`config.mk`:
```
export PLATFORM = sky130hd
export DESIGN_NAME = prog_mem_loader
export DESIGN_NICKNAME = d
export VERILOG_FILES = /design/src/rtl/prog_mem_loader_pkg.sv /design/src/rtl/prog_ram.sv /design/src/rtl/prog_mem_loader.sv
export SDC_FILE = /design/constraint.sdc
export NUM_CORES = 1
export LEC_CHECK = 0
export CAP_MARGIN = 20
export CORE_UTILIZATION = 35
export CTS_CLUSTER_DIAMETER = 80
export CTS_CLUSTER_SIZE = 24
export DETAILED_ROUTE_END_ITERATION = 16
export PLACE_DENSITY_LB_ADDON = 0.1
export SYNTH_ARGS = -nofsm -noshare
export SYNTH_HDL_FRONTEND = slang
export SYNTH_SLANG_ARGS = --single-unit
```
`constraint.sdc`:
```
create_clock -name clk -period 2.09 [get_ports clk]
set_input_delay 0.3135 -clock clk [delete_from_list [all_inputs] [get_ports clk]]
set_output_delay 0.3135 -clock clk [all_outputs]
set_load 0.05 [all_outputs]
```
`src/rtl/prog_mem_loader_pkg.sv`:
```
// Shared encodings and default widths for the program memory / boot loader.
package prog_mem_loader_pkg;
  localparam int ADDR_W_DEF = 4;
  localparam int DATA_W_DEF = 8;

  typedef enum logic [1:0] {
    ST_LOAD = 2'd0,
    ST_HOLD = 2'd1,
    ST_RUN  = 2'd2
  } state_t;
endpackage

```
`src/rtl/prog_ram.sv`:
```
// 2**ADDR_W x DATA_W RAM: synchronous write, combinational read, synchronous clear.
module prog_ram #(
  parameter int ADDR_W = 4,
  parameter int DATA_W = 8
) (
  input  logic              clk,
  input  logic              clr,
  input  logic              we,
  input  logic [ADDR_W-1:0] waddr,
  input  logic [DATA_W-1:0] wdata,
  input  logic [ADDR_W-1:0] raddr,
  output logic [DATA_W-1:0] rdata
);
  localparam int DEPTH = 1 << ADDR_W;

  logic [DEPTH-1:0][DATA_W-1:0] mem;

  always_ff @(posedge clk) begin
    if (clr)     mem        <= '0;
    else if (we) mem[waddr] <= wdata;
  end

  // Same-address read during a write returns the old word until the edge.
  assign rdata = mem[raddr];
endmodule

```
`src/rtl/prog_mem_loader.sv`:
```
// Boot loader + program RAM: streams an image in, holds the CPU in clear, then releases it.
module prog_mem_loader
  import prog_mem_loader_pkg::*;
#(
  parameter int ADDR_W      = ADDR_W_DEF,
  parameter int DATA_W      = DATA_W_DEF,
  parameter int HOLD_CYCLES = 2
) (
  input  logic              clk,
  input  logic              clr,
  input  logic              load_valid,
  input  logic [DATA_W-1:0] load_data,
  input  logic              load_last,
  output logic              load_ready,
  input  logic              reload,
  output logic              cpu_clr,
  input  logic [ADDR_W-1:0] address,
  input  logic [DATA_W-1:0] memoryIn,
  input  logic              write,
  input  logic              read,
  output logic [DATA_W-1:0] memoryOut,
  output logic              load_done,
  output logic [ADDR_W:0]   load_count
);
  state_t            state, state_nxt;
  logic [ADDR_W-1:0] wr_ptr;
  logic [3:0]        hold_cnt;
  logic              hs, hs_end;
  logic              ram_we;
  logic [ADDR_W-1:0] ram_waddr;
  logic [DATA_W-1:0] ram_wdata;
  logic              unused_read;

  assign unused_read = read;

  assign load_ready = (state == ST_LOAD);
  assign cpu_clr    = (state != ST_RUN);
  assign hs         = load_valid & load_ready;
  // Final address ends the load even without load_last, so wr_ptr never wraps into mem[0].
  assign hs_end     = hs & (load_last | (wr_ptr == {ADDR_W{1'b1}}));

  always_comb begin
    state_nxt = state;
    case (state)
      ST_LOAD: if (hs_end)           state_nxt = ST_HOLD;
      ST_HOLD: if (hold_cnt == 4'd0) state_nxt = ST_RUN;
      ST_RUN:  if (reload)           state_nxt = ST_LOAD;
      default:                       state_nxt = ST_LOAD;
    endcase
  end

  always_ff @(posedge clk) begin
    if (clr) begin
      state      <= ST_LOAD;
      wr_ptr     <= '0;
      load_count <= '0;
      hold_cnt   <= '0;
      load_done  <= 1'b0;
    end else begin
      state     <= state_nxt;
      load_done <= hs_end;
      if (hs) begin
        wr_ptr     <= wr_ptr + 1'b1;
        load_count <= load_count + 1'b1;
      end
      if (state == ST_RUN && reload) begin
        wr_ptr     <= '0;
        load_count <= '0;
      end
      if (hs_end)
        hold_cnt <= 4'(HOLD_CYCLES - 1);
      else if (state == ST_HOLD && hold_cnt != 4'd0)
        hold_cnt <= hold_cnt - 1'b1;
    end
  end

  // Write port belongs to the loader in LOAD and to the CPU in RUN; HOLD writes nothing.
  always_comb begin
    ram_we    = 1'b0;
    ram_waddr = address;
    ram_wdata = memoryIn;
    if (state == ST_LOAD) begin
      ram_we    = hs;
      ram_waddr = wr_ptr;
      ram_wdata = load_data;
    end else if (state == ST_RUN) begin
      ram_we    = write;
    end
  end

  prog_ram #(.ADDR_W(ADDR_W), .DATA_W(DATA_W)) u_ram (
    .clk   (clk),
    .clr   (clr),
    .we    (ram_we),
    .waddr (ram_waddr),
    .wdata (ram_wdata),
    .raddr (address),
    .rdata (memoryOut)
  );
endmodule

```
==> flow_metrics.env, run 1 <==
export IMPL_grt_pass1_wl_mm=30.25
export IMPL_clock_fmax_mhz=478.3
export IMPL_grt_pass1_vias=5368
export IMPL_htree_levels=4
export IMPL_dp_hpwl_mm=13.14
export IMPL_p_total_w=0.006919
export IMPL_crit_cells=9
export IMPL_place_gp_congestion=0.7777
export IMPL_clock_path_buffers=2
export IMPL_p_int_w=0.005200
export IMPL_crit_chain="buf_2 > bufbuf_16 > nor2b_1 > buf_4 > buf_4 > a22oi_2 > nand3_1 > o21ai_4 > buf_6"
export IMPL_period_minus_slack_ns=2.091
export IMPL_rr_worst_depth=5
export IMPL_wl_mm=19.03
export IMPL_pwr_share_seq_pct=40.9
export IMPL_rr_startpoint="state[1]$_SDFFE_PP0P_"
export IMPL_cp_required_ns=1.78
export IMPL_fin_crit_sh_pct=100.0
export IMPL_p_comb_share_pct=13.8
export IMPL_antennaDiodeCount=0
export IMPL_setup_tns_ns=-0.0006056
export IMPL_r2r_end="u_ram.mem[37]$_SDFFE_PP0P_"
export IMPL_dr_pass1_iters=4
export IMPL_slew_headroom_pct=52.29
export IMPL_setup_violations=1
export IMPL_status="finished, violations left"
export IMPL_min_to="state[0]$_SDFFE_PP0P_"
export IMPL_initial_utilization_pct=35.96
export IMPL_dr_total_vias=5151
export IMPL_p_switching_w=0.001719
export IMPL_rsz0062_at_grt="true"
export IMPL_placed_cells=999
export IMPL_r2r_setup_slack_ns=0.12
export IMPL_yosysWarnings=0
export IMPL_yosysTopAreaCell="dfxtp_1"
export IMPL_synth_edf_count=0
export IMPL_min_path_type="input pin to flop"
export IMPL_dieArea_sq_mm=0.02077
export IMPL_grt_antenna_before_repair=0
export IMPL_swShare_pct=24.84
export IMPL_synth_area_leaders="dfxtp_1, mux2i_1, nand2b_1"
export IMPL_grt_use_total_pct=19.72
export IMPL_wl_per_cell_microns=18.42
export IMPL_drv_cap=0
export IMPL_syn_avg_cell_area_sq_um=10.63
export IMPL_path_buf_inv=5
export IMPL_grt_overflow_total=0
export IMPL_async_reset_ff_share_pct=0
export IMPL_critPathMostFrequentCell="buf_4"
export IMPL_num_fill_cells=1839
export IMPL_io_pins=43
export IMPL_routed_via_density=4.986
export IMPL_violations="negative setup slack"
export IMPL_synth_top_area_share_pct=40.79
export IMPL_path_max_fanout=8
export IMPL_power_share_clock_pct=45.3
export IMPL_met2_usage_pct=33.08
export IMPL_area_delta_synth_final_pct=30.86
export IMPL_layout_setup_ws_ns=-0.0006056
export IMPL_clkSinkCount=144
export IMPL_powerDensity_mw_per_mm2=748.1
export IMPL_finalHoldViolations=0
export IMPL_min_from="clr"
export IMPL_end_kind="primary output"
export IMPL_final_cells=1033
export IMPL_root_buffer="clkbuf_16"
export IMPL_top_usage_layer="met2"
export IMPL_grt_max_degree=86
export IMPL_seq_area_frac_synth_pct=40.79
export IMPL_slew_viol_final=0
export IMPL_grt_met3_usage_pct=2.848
export IMPL_ant_nets=0
export IMPL_syn_cell_area_sq_mm=0.007068
export IMPL_synth_cell_types=55
export IMPL_die_h_microns=144.1
export IMPL_clock_latency_ns=0.42
export IMPL_ctsHoldBuffers=0
export IMPL_cts_buffers_inserted=17
export IMPL_worstSetupPathType="input pin to primary output"
export IMPL_crit_slowest_cell="bufbuf_16"
export IMPL_yosys_most_used_dff="dfxtp_1"
export IMPL_synth_cells=665
export IMPL_placementRows=51
export IMPL_min_path_cells=2
export IMPL_p_leak_nw=3.774
export IMPL_drc=0
export IMPL_tritoncts="yes"
export IMPL_io_buffers=41
export IMPL_crit_arrival_ns=1.78
export IMPL_drt_initial_drc_count=264
export IMPL_grt_use_met1_pct=25.68
export IMPL_nets=787
export IMPL_worst_pin_slew_ns=0.7156
export IMPL_drive_gt1_share_pct=25.39
export IMPL_vdd_drop_max_mv=0.5348
export IMPL_finClkSkew_ns=0.005504
export IMPL_critPathMaxStageDelay_ns=0.29
export IMPL_core_area_sq_mm=0.01965
export IMPL_utilization_pct=47.06
export IMPL_crit_family="buffers and inverters"
export IMPL_path_clk_slew_ns=0.06
export IMPL_syn_nets=695
export IMPL_ys_ff_latch=144
export IMPL_die_width_microns=144.1
export IMPL_critPathLaunchType="input pin"
-- metrics by stage --
| stage | cell area [sq um] | setup slack (ns) | hold WS (ns) |
|---|---|---|---|
| after global placement | 8431 | -0.3778 | 0.4554 |
| final | 9249 | -0.0006056 | 0.3563 |
| after floorplan | 7106 | 0.01815 | 0.4455 |
| after detailed placement | 8431 | -0.4208 | 0.4646 |
| after global routing | 9249 | -0.04694 | 0.3980 |
| after CTS | 9201 | -0.01666 | 0.3468 |
-- cell usage after synthesis, types with 2 or more instances --
cell type    n
dfxtp_1    144
a21o_1      11
buf_2       22
o21ai_0      7
nand2b_1   131
a21oi_1      6
nor2_1      15
xnor2_1      5
nand4_1      3
nand3_1      8
nor2b_1      4
nand2_1     26
clkbuf_1    21
nor3_1       5
mux2i_1    166
buf_1        3
inv_1        3
nor3b_1      2
a22oi_1     14
buf_4        3
mux4_2      18
ha_1         3
a21oi_4      4
a211oi_1     2
xor2_1       5
a21oi_2      2
nand3_2      4
-- cell families after synthesis --
logic type / count (synthesis) / synth area share, %
flip-flops: 144 / 40.79
buffers and inverters: 53 / 3.363
adder cells (fa/ha/maj): 3 / 0.5311
XOR/XNOR: 10 / 1.239
multiplexers: 185 / 29.40
AO/OA/AOI/OAI: 53 / 5.718
AND/OR/NAND/NOR: 217 / 18.96
-- worst max-delay path by stage --
stage	startpoint	to	slack (ns)
3_3_place_gp	address[1]	u_ram.mem[73]$_SDFFE_PP0P_	-0.38
6_report	address[1]	memoryOut[1]	-0.0006
4_1_cts	u_ram.mem[49]$_SDFFE_PP0P_	memoryOut[1]	-0.02
2_1_floorplan	address[2]	memoryOut[2]	0.02
5_1_grt	address[1]	memoryOut[1]	-0.05
3_5_place_dp	address[1]	u_ram.mem[72]$_SDFFE_PP0P_	-0.42
-- area by class of cell --
type | count | area, sq um | share of cell area, %
clock buffers | 20 | 466.7 | 5.046
flip-flops and latches | 144 | 2884 | 31.18
inverters | 4 | 15.01 | 0.1623
repair buffers | 122 | 1309 | 14.15
clock inverters | 10 | 136.4 | 1.475
well taps | 265 | 331.6 | 3.585
multi-input cells | 468 | 4106 | 44.40
-- state kept, by name, summed over array words and instances, names as in the netlist --
| name | count |
|---|---|
| state | 2 |
| hold_cnt | 4 |
| load_count | 5 |
| u_ram.mem | 128 |
| wr_ptr | 4 |
| load_done | 1 |
-- routing by layer --
layer / wire (microns) / vias up
met5: 0 / -
met4: 336 / 0
met3: 334 / 24
met2: 9249 / 51
met1: 9105 / 2562
li1: - / 2514
-- timing repair --
| item | in CTS | in global routing |
|---|---|---|
| endpoints found under the setup margin | 8 | 22 |
| pin swaps | 5 | 2 |
| resized for setup | 26 | 11 |
| gates cloned | 2 | 0 |
| setup buffers | 2 | 0 |
-- cells in the final DEF (no fill, tap or decap), types with 4 or more instances in the layout --
cell	n
nand2_1	26
xor2_1	5
nor2b_1	4
a21o_1	9
buf_12	22
nor3_1	4
clkdlybuf4s50_1	27
mux2i_1	162
nand3_2	6
nand2b_1	131
a21oi_4	4
clkbuf_16	17
a22oi_2	9
xnor2_1	5
a21oi_1	6
mux4_2	18
a22oi_1	5
dfxtp_1	143
nor2_1	15
nand3_1	6
buf_4	66
o21ai_2	4
-- power groups by stage --
| stage | clock (W) | combinational (W) | sequential [W] |
|---|---|---|---|
| after floorplan | 0 | 0.000525 | 0.00291 |
| final | 0.00313 | 0.000957 | 0.00283 |
| after global routing | 0.00334 | 0.00102 | 0.00283 |
| after detailed placement | 0 | 0.000913 | 0.00289 |
| after global placement | 0 | 0.000901 | 0.00289 |
| after CTS | 0.00320 | 0.000955 | 0.00283 |
No activity file was read; power rests on OpenSTA's default activity.
==> inputs of run 2 (changes only) <==
--- a/config.mk
+++ b/config.mk
@@ -14,3 +14,4 @@
 export SYNTH_ARGS = -nofsm -noshare
 export SYNTH_HDL_FRONTEND = slang
 export SYNTH_SLANG_ARGS = --single-unit
+export TNS_END_PERCENT = 50
==> flow_metrics.env, run 2 (synthesis gave the netlist of run 1 again) <==
export IMPL_grt_overflow_total=0
export IMPL_initial_utilization_pct=35.96
export IMPL_final_cell_mix="mux2i_1, dfxtp_1, nand2b_1, buf_4, clkdlybuf4s50_1"
export IMPL_critPathLaunchType="flop"
export IMPL_setup_violations=0
export IMPL_routed_via_density=4.983
export IMPL_critPathMaxStageDelay_ns=0.50
export IMPL_utilization_pct=45.94
export IMPL_wl_mm=18.30
export IMPL_place_area_sq_mm=0.008333
export IMPL_root_buffer="clkbuf_16"
export IMPL_core_area_sq_mm=0.01965
export IMPL_final_cells=1011
export IMPL_antennaDiodeCount=0
export IMPL_dr_total_vias=5038
export IMPL_met2_usage_pct=32.42
export IMPL_finalHoldViolations=0
export IMPL_ant_nets=0
export IMPL_io_pins=43
export IMPL_path_buf_inv=1
export IMPL_dr_pass1_iters=4
export IMPL_status="completed"
export IMPL_powerDensity_mw_per_mm2=720.2
export IMPL_grt_met3_usage_pct=3.377
export IMPL_placed_cells=980
export IMPL_crit_slowest_cell="mux4_2"
export IMPL_wl_per_cell_microns=18.10
export IMPL_dp_hpwl_mm=12.79
export IMPL_regMostFlops="u_ram.mem"
export IMPL_cts_buffers_inserted=17
export IMPL_dieArea_sq_mm=0.02077
export IMPL_cts_setup_buffers=0
export IMPL_cp_required_ns=1.78
export IMPL_slew_viol_final=0
export IMPL_crit_arrival_ns=1.73
export IMPL_clock_fmax_mhz=488.8
export IMPL_die_h_microns=144.1
export IMPL_area_delta_synth_final_pct=27.76
export IMPL_worstSetupPathType="flop to primary output"
export IMPL_tritoncts="yes"
export IMPL_layout_commonest_cell="mux2i_1"
export IMPL_io_buffers=41
export IMPL_crit_chain="mux4_2 > o22ai_2 > nor3_2 > buf_12"
export IMPL_min_path_type="flop to flop"
export IMPL_rr_startpoint="state[0]$_SDFFE_PP0P_"
export IMPL_placementRows=51
export IMPL_crit_family="multiplexers"
export IMPL_r2r_end="u_ram.mem[76]$_SDFFE_PP0P_"
export IMPL_crit_cells=4
export IMPL_min_to="u_ram.mem[30]$_SDFFE_PP0P_"
export IMPL_path_max_fanout=2
export IMPL_min_path_cells=2
export IMPL_p_leak_nw=3.622
export IMPL_rr_worst_depth=6
export IMPL_finClkSkew_ns=0.005121
export IMPL_grt_pass1_wl_mm=29.16
export IMPL_path_clk_slew_ns=0.06
export IMPL_grt_use_met1_pct=24.06
export IMPL_drv_cap=0
export IMPL_grt_max_degree=72
export IMPL_drt_initial_drc_count=277
export IMPL_r2r_setup_slack_ns=0.16
export IMPL_htree_levels=4
export IMPL_holdWs_ns=0.4729
export IMPL_worst_pin_slew_ns=0.6855
export IMPL_stdcell_area_sq_mm=0.009030
export IMPL_vdd_drop_max_mv=0.4852
export IMPL_grt_pass1_vias=5163
export IMPL_grt_use_total_pct=19.04
export IMPL_place_gp_congestion=0.8141
export IMPL_largest_register_ffs=128
export IMPL_layout_setup_ws_ns=0.04417
export IMPL_nets=763
export IMPL_clkSinkCount=144
export IMPL_place_worst_setup_slack_ns=-0.3944
export IMPL_clock_latency_ns=0.42
export IMPL_grt_antenna_before_repair=0
export IMPL_largest_registers="u_ram.mem x128, load_count x5"
export IMPL_period_minus_slack_ns=2.046
export IMPL_rsz0062_at_grt="true"
export IMPL_min_from="u_ram.mem[30]$_SDFFE_PP0P_"
export IMPL_die_width_microns=144.1
export IMPL_drive_gt1_share_pct=23.73
export IMPL_fin_crit_sh_pct=97.89
export IMPL_num_fill_cells=1825
export IMPL_end_kind="primary output"
export IMPL_top_usage_layer="met2"
export IMPL_slew_headroom_pct=54.30
export IMPL_clock_path_buffers=2
export IMPL_drc=0
==> run 2: cell count changes in the layout (fill, tap and decap cells not counted), sizes merged <==
cell,delta
clkinvlp,+2
dlygate4sd2,+1
bufbuf,-1
bufinv,-3
buf,-25
clkinv,+2
inv,+2
==> run 2: how the worst max path moves through the flow <==
stage,from,endpoint,slack (ns)
2_1_floorplan,address[2],memoryOut[6],-0.23
6_report,u_ram.mem[120]$_SDFFE_PP0P_,memoryOut[0],0.04
5_1_grt,address[0],memoryOut[0],-0.003
3_5_place_dp,address[1],memoryOut[1],-0.39
4_1_cts,address[0],memoryOut[1],-0.0007
3_3_place_gp,address[1],memoryOut[1],-0.39
==> run 2: through the flow <==
stage / power (W) / TNS, ns
3_3_place_gp: 0.003772 / -18.21
5_1_grt: 0.006759 / -0.003143
2_1_floorplan: 0.003426 / -0.5716
6_report: 0.006504 / 0
4_1_cts: 0.006567 / -0.0006790
3_5_place_dp: 0.003782 / -19.28
==> run 2: cell type report <==
class	count	area [sq um]	share of cell area (%)
multi-input combinational	468	4106	45.48
sequential	144	2884	31.94
timing repair buffer	98	1161	12.86
clock buffer	19	442.9	4.905
tap	265	331.6	3.672
clock inverter	13	88.84	0.9838
inverter	4	15.01	0.1663
==> run 2: tightest hold or removal path, stage by stage (launching register included) <==
cell and delay [ns]:
dfxtp_1 0.31, nand2b_1 0.06, mux2i_1 0.06
==> run 2: timing repair <==
action | CTS | global route
setup endpoints to repair | 94 | 36
pin swaps | 4 | 1
cloned | 1 | 0
hold buffers | 0 | 0
resized for setup | 25 | 18
==> run 2: per-layer routing <==
metal / share of wire, % / routed length, microns / vias up
li1: - / - / 2470
met1: 47 / 8534 / 2495
met2: 50 / 9097 / 53
met3: 2.2 / 401 / 20
met4: 1.4 / 262 / 0
met5: 0 / 0 / -
==> run 2: where the power goes <==
| part | internal, W | leakage, nW | total (W) | switching, W |
|---|---|---|---|---|
| Clock | 0.00154 | 0.251 | 0.00276 | 0.00121 |
| Combinational | 0.000424 | 2.21 | 0.000913 | 0.000488 |
| Sequential | 0.00280 | 1.16 | 0.00283 | 0.0000365 |
| Total | 0.00476 | 3.62 | 0.00650 | 0.00174 |
==> edit 1 (settings of run 2) <==
The package constant `DATA_W_DEF` goes from 8 to 7.
--- a/src/rtl/prog_mem_loader_pkg.sv
+++ b/src/rtl/prog_mem_loader_pkg.sv
@@ -2,5 +2,5 @@
 package prog_mem_loader_pkg;
   localparam int ADDR_W_DEF = 4;
-  localparam int DATA_W_DEF = 8;
+  localparam int DATA_W_DEF = 7;
 
   typedef enum logic [1:0] {
Interface: changed (resized load_data, memoryIn and memoryOut); port bits go from 43 to 40. The function was not compared with the original's and may differ.
==> edit 1 against run 2 <==
The flow now finishes with violations (setup timing); sequential power down 11%; final area is 13% lower; sequential cell count decreased by 16; via count is 14% lower; die area is 11% lower; global-route usage decreased by 0.61 points; worst setup slack got worse by 0.22 ns; routed wire length is 14% lower; synthesized area down 11%; total power is essentially flat; worst hold slack worse by 0.074 ns; critical path type unchanged; largest power group is now the clock network.
==> edit 1: results (changes against run 2) <==
Finish
  • Layout cells sized above 1: 0.2316 (-0.005654)
  • Final Net Count: 655 (-14%)
  • Number of fill cells: 1615 (-12%)
  • Largest regs: u_ram.mem: 112 flops, load_count: 5 flops

Placement
  • RD Place Congestion: 0.7623 (-6.4%)
  • Placed cell areas: 7197 um2 (-14%)
  • Detailed Place HPWL: 10960 um (-14%)

Global routing
  • Largest net degree at the start of global routing: 49 (-32%)
  • Vias in the first global route: 4323 (-16%)
  • First-pass GRT wire length: 25160 um (-14%)
  • Global-route usage over all layers: 0.1844 (-0.006078)

Setup path
  • Max incr delay on CP: 0.53 ns (+0.03 ns)
  • Crit path DAT: 1.95 ns (+0.22 ns)

Outcome
  • Outcome: finished, violations left
  • Failing checks: setup timing

Timing
  • Total Neg Setup Slack: -0.6096 ns (-0.6096 ns)
  • Final setup viols: 6 (+6)
  • Relative slew margins: 0.5494 (+0.006378)
  • Setup ws final: -0.1759 ns (-0.2200 ns)

Route
  • DRT Wirelength: 15730 um (-14%)
  • Vias per std cell: 5.003 (+0.41%)

Power
  • Leakage: 3.331 nW (-8.0%)
  • Max VDD drop: 0.0005562 V (+15%)

Logic synthesis
  • Library cells used by synthesis: 54 (-1.8%)
  • Syn_nets: 597 (-14%)

Hold path
  • Hold Crit Class: input port to flop
edit 1: cell count changes after synthesis, moves of 3 or more:
cell,run 2,this run
nand2b_1,131,116
o211ai_1,0,4
mux2i_1,166,119
nand2_2,0,8
o21ai_0,7,0
nand3_1,8,0
a21oi_4,4,1
buf_6,0,5
clkbuf_1,21,14
a21o_1,11,8
mux4_2,18,30
dfxtp_1,144,128
buf_2,22,13
a22oi_1,14,0
edit 1: layout make-up:
type,instances,area [um2],share of cell area
clock buffer,21,460.4,0.05830
clock inverter,10,183.9,0.02329
inverter,5,18.77,0.002376
multi-input combinational,398,3546,0.4490
sequential,128,2567,0.3251
tap,225,281.5,0.03565
timing repair buffer,77,839.6,0.1063
edit 1: layer usage:
layer  track usage  vias to the layer above  part of all wire
met3       0.03766                       13             0.030
met2        0.2809                       70              0.45
met5             0                        -                 0
li1              -                     2119                 -
met4       0.05556                        0            0.0091
met1        0.2601                     2121              0.51
edit 1: repair_timing:
action | 4_1_cts | 5_1_grt
gates resized for setup | 16 | 5
pin swaps | 1 | 1
setup endpoints to repair | 92 | 7
buffers inserted | 0 | 0
edit 1: path summary, 6_finish.rpt:
path            startpoint       endpoint  slack [ns]  cells past startpoint
max          u_ram.mem[54]   memoryOut[5]       -0.18                      3
min                    clr       state[0]        0.40                      2
max reg2reg       state[1]  u_ram.mem[36]        0.17                      6
min reg2reg  u_ram.mem[42]  u_ram.mem[42]        0.47                      2
edit 1: cell families after synthesis:
logic type,after synthesis,share of synthesized area
XOR/XNOR,10,0.01387
adder cells (fa/ha/maj),3,0.005947
buffers and inverters,43,0.03647
flip-flops,128,0.4059
multiplexers,150,0.2975
AO/OA/AOI/OAI,35,0.04876
AND/OR/NAND/NOR,200,0.1915
edit 1: through the flow:
| step | hold slack, ns | util | power, mW | instances |
|---|---|---|---|---|
| CTS | 0.3873 | 0.4511 | 6.572 | 864 |
| detailed placement | 0.4629 | 0.4118 | 3.280 | 833 |
| global placement | 0.4568 | 0.4118 | 3.274 | 833 |
| global route | 0.4124 | 0.4519 | 6.742 | 864 |
| floorplan | 0.4455 | - | 3.029 | 569 |
| finish | 0.3985 | 0.4519 | 6.500 | 864 |
edit 1: power by group:
part / leakage (nW) / total, mW / switching (mW) / internal [mW]
registers: 1.04 / 2.53 / 0.0404 / 2.49
clock network: 0.309 / 3.27 / 1.10 / 2.17
logic: 1.99 / 0.699 / 0.376 / 0.323
total: 3.33 / 6.50 / 1.52 / 4.98
==> edit 2 (settings of run 2) <==
Without the edit above. Register the output `load_count` once more, without a reset; this adds one clock of latency there. The other outputs are not delayed to match.
--- a/src/rtl/prog_mem_loader.sv
+++ b/src/rtl/prog_mem_loader.sv
@@ -23,4 +23,6 @@
   output logic [ADDR_W:0]   load_count
 );
+
+  logic [ADDR_W:0] load_count_s0;
   state_t            state, state_nxt;
   logic [ADDR_W-1:0] wr_ptr;
@@ -54,5 +56,5 @@
       state      <= ST_LOAD;
       wr_ptr     <= '0;
-      load_count <= '0;
+      load_count_s0 <= '0;
       hold_cnt   <= '0;
       load_done  <= 1'b0;
@@ -62,9 +64,9 @@
       if (hs) begin
         wr_ptr     <= wr_ptr + 1'b1;
-        load_count <= load_count + 1'b1;
+        load_count_s0 <= load_count_s0 + 1'b1;
       end
       if (state == ST_RUN && reload) begin
         wr_ptr     <= '0;
-        load_count <= '0;
+        load_count_s0 <= '0;
       end
       if (hs_end)
@@ -98,4 +100,8 @@
     .rdata (memoryOut)
   );
+  always_ff @(posedge clk) begin
+    load_count <= load_count_s0;
+  end
+
 endmodule
 
Formal check against the unedited RTL: not equivalent (Yosys sat finds a counterexample within 4 cycles, from zero or initial values).
==> edit 2 against run 2 <==
Combinational power increased by 2%; utilization increased by 0.72 points; total power increased by 7.4%; worst setup slack lost 0.040 ns; via count is 1.6% higher; synthesized area rose by 1.5%; clock skew grew 0.0012 ns; count of clock-buffer cells in the layout decreased by 2; routed wire length up 5.1%; clock power rose by 13%; final cell count up 1.9%; final area rose by 2.2%; register-to-register slack got worse by 0.03 ns; sequential cell count grew 5; largest cell class unchanged.
==> edit 2: results (changes against run 2) <==
Outcome
  • Outcome: finished clean

Logic synthesis
  • Top FF cell, synth: dfxtp_1
  • Synth warnings: 0 (unchanged)
  • Library cells used by synthesis: 55 (unchanged)
  • Avg Synthesized Cell Area: 10.70 um2 (+0.69%)
  • Seq/Total Area, Yosys: 0.4160 (+0.008123)
  • Synth async-reset ratio: 0 (unchanged)
  • Top area cells in the synthesized netlist: dfxtp_1 42%, mux2i_1 23%, nand2b_1 11%
  • Syn_nets: 700 (+0.72%)
  • Post-synth top cells: 166 x mux2i_1, 149 x dfxtp_1, 131 x nand2b_1, 26 x nand2_1

Clocking
  • Clk slew on worst S/H paths: 0.06 ns (about the same)
  • Max clock buf depth: 2 (unchanged)
  • Clk Latency, worst-skew pair: 0.42 ns (about the same)
  • Clock root buffer: clkbuf_16
  • Htree depth: 4 (unchanged)
  • Cts bufs inserted: 17 (unchanged)

Global routing
  • First-pass GRT wire length: 30820 um (+5.7%)
  • Vias in the first global route: 5328 (+3.2%)
  • Global-route usage over all layers: 0.1904 (about the same)
  • Largest net degree at the start of global routing: 48 (-33%)
  • Initial antenna violation count: 0 (unchanged)

Route
  • Detailed Route Iter0 Violations: 206 (-26%)
  • Vias per std cell: 4.969 (-0.29%)
  • Drt first pass iters: 4 (unchanged)
  • DR WL/cell: 18.67 um (+3.2%)

Finish
  • Layout cells sized above 1: 0.2444 (+0.007179)
  • Largest regs: u_ram.mem: 128 flops, load_count: 5 flops, load_count_s0: 5 flops
  • # diodes: 0 (unchanged)
  • Post-route non-filler standard cell count: 1030 (+1.9%)
  • Final Net Count: 782 (+2.5%)
  • Number of fill cells: 1846 (+1.2%)

Timing
  • Worst-margin pin slew: 0.6528 ns (-0.03270 ns)
  • Clock Skews: 0.006342 ns (+0.001221 ns)

Placement
  • Dpl ws: -0.4067 ns (-0.01227 ns)
  • Placed cell areas: 8446 um2 (+1.4%)
  • RD Place Congestion: 0.7803 (-4.2%)
  • Port-buffer cells: 41 (unchanged)
  • Detailed Place HPWL: 13280 um (+3.8%)

Setup path
  • Max incr delay on CP: 0.45 ns (-0.05 ns)
  • Crit path DAT: 1.77 ns (+0.04 ns)
  • Worst path slowest cell: mux4_2
  • Crit-path max FO: 2 (unchanged)

Hold path
  • Hold Crit Class: flop to flop

Power
  • Leakage: 3.749 nW (+3.5%)
  • Max VDD drop: 0.0005176 V (+6.7%)
edit 2: cell count changes after synthesis:
cell / delta
buf_2: -1
buf_4: +1
dfxtp_1: +5
edit 2: layout make-up:
class	instances	area, um2	area share
tap	265	331.6	0.03592
clock inverter	15	171.4	0.01857
sequential	149	2988	0.3237
clock buffer	17	425.4	0.04608
timing repair buffer	112	1225	0.1327
multi-input combinational	468	4075	0.4414
inverter	4	15.01	0.001626
edit 2: routing by layer:
layer	GRT usage	vias up	wire [um]
li1	-	2513	-
met1	0.2549	2531	9449
met2	0.3072	53	9059
met3	0.03679	21	430
met4	0.06053	0	292
met5	0	-	0
edit 2: critical path, delay by kind of cell (launching register included):
family          cells  cell delay, ns
mux                 2            0.63
flops               1            0.32
buf+inv             2            0.32
compound gates      1            0.07
edit 2: path summary, 6_finish.rpt:
| check | start | to | slack, ns | depth (start not counted) |
|---|---|---|---|---|
| max | u_ram.mem[52] | memoryOut[4] | 0.005 | 5 |
| min | load_count_s0[4] | load_count[4] | 0.38 | 0 |
| max reg2reg | state[1] | u_ram.mem[75] | 0.13 | 6 |
| min reg2reg | load_count_s0[4] | load_count[4] | 0.38 | 0 |
edit 2: report_power, final:
group	switching (mW)	internal [mW]
clock	1.33	1.79
combinational	0.499	0.433
sequential	0.0362	2.90
edit 2: repair_timing:
action | in CTS | in global routing
gates resized for setup | 32 | 10
endpoints found under the setup margin | 89 | 46
buffers inserted | 1 | 0
cloned | 2 | 0
pin swaps | 1 | 0
edit 2: cell families (layout without fill, tap and decap cells):
logic type / count (synthesis) / in the layout / share of synthesized area
simple gates: 217 / 217 / 0.1869
buf+inv: 53 / 148 / 0.03350
xor+xnor: 10 / 10 / 0.01221
flops: 149 / 149 / 0.4160
mux: 185 / 185 / 0.2898
compound gates: 53 / 53 / 0.05636
fa+ha+maj: 3 / 3 / 0.005235
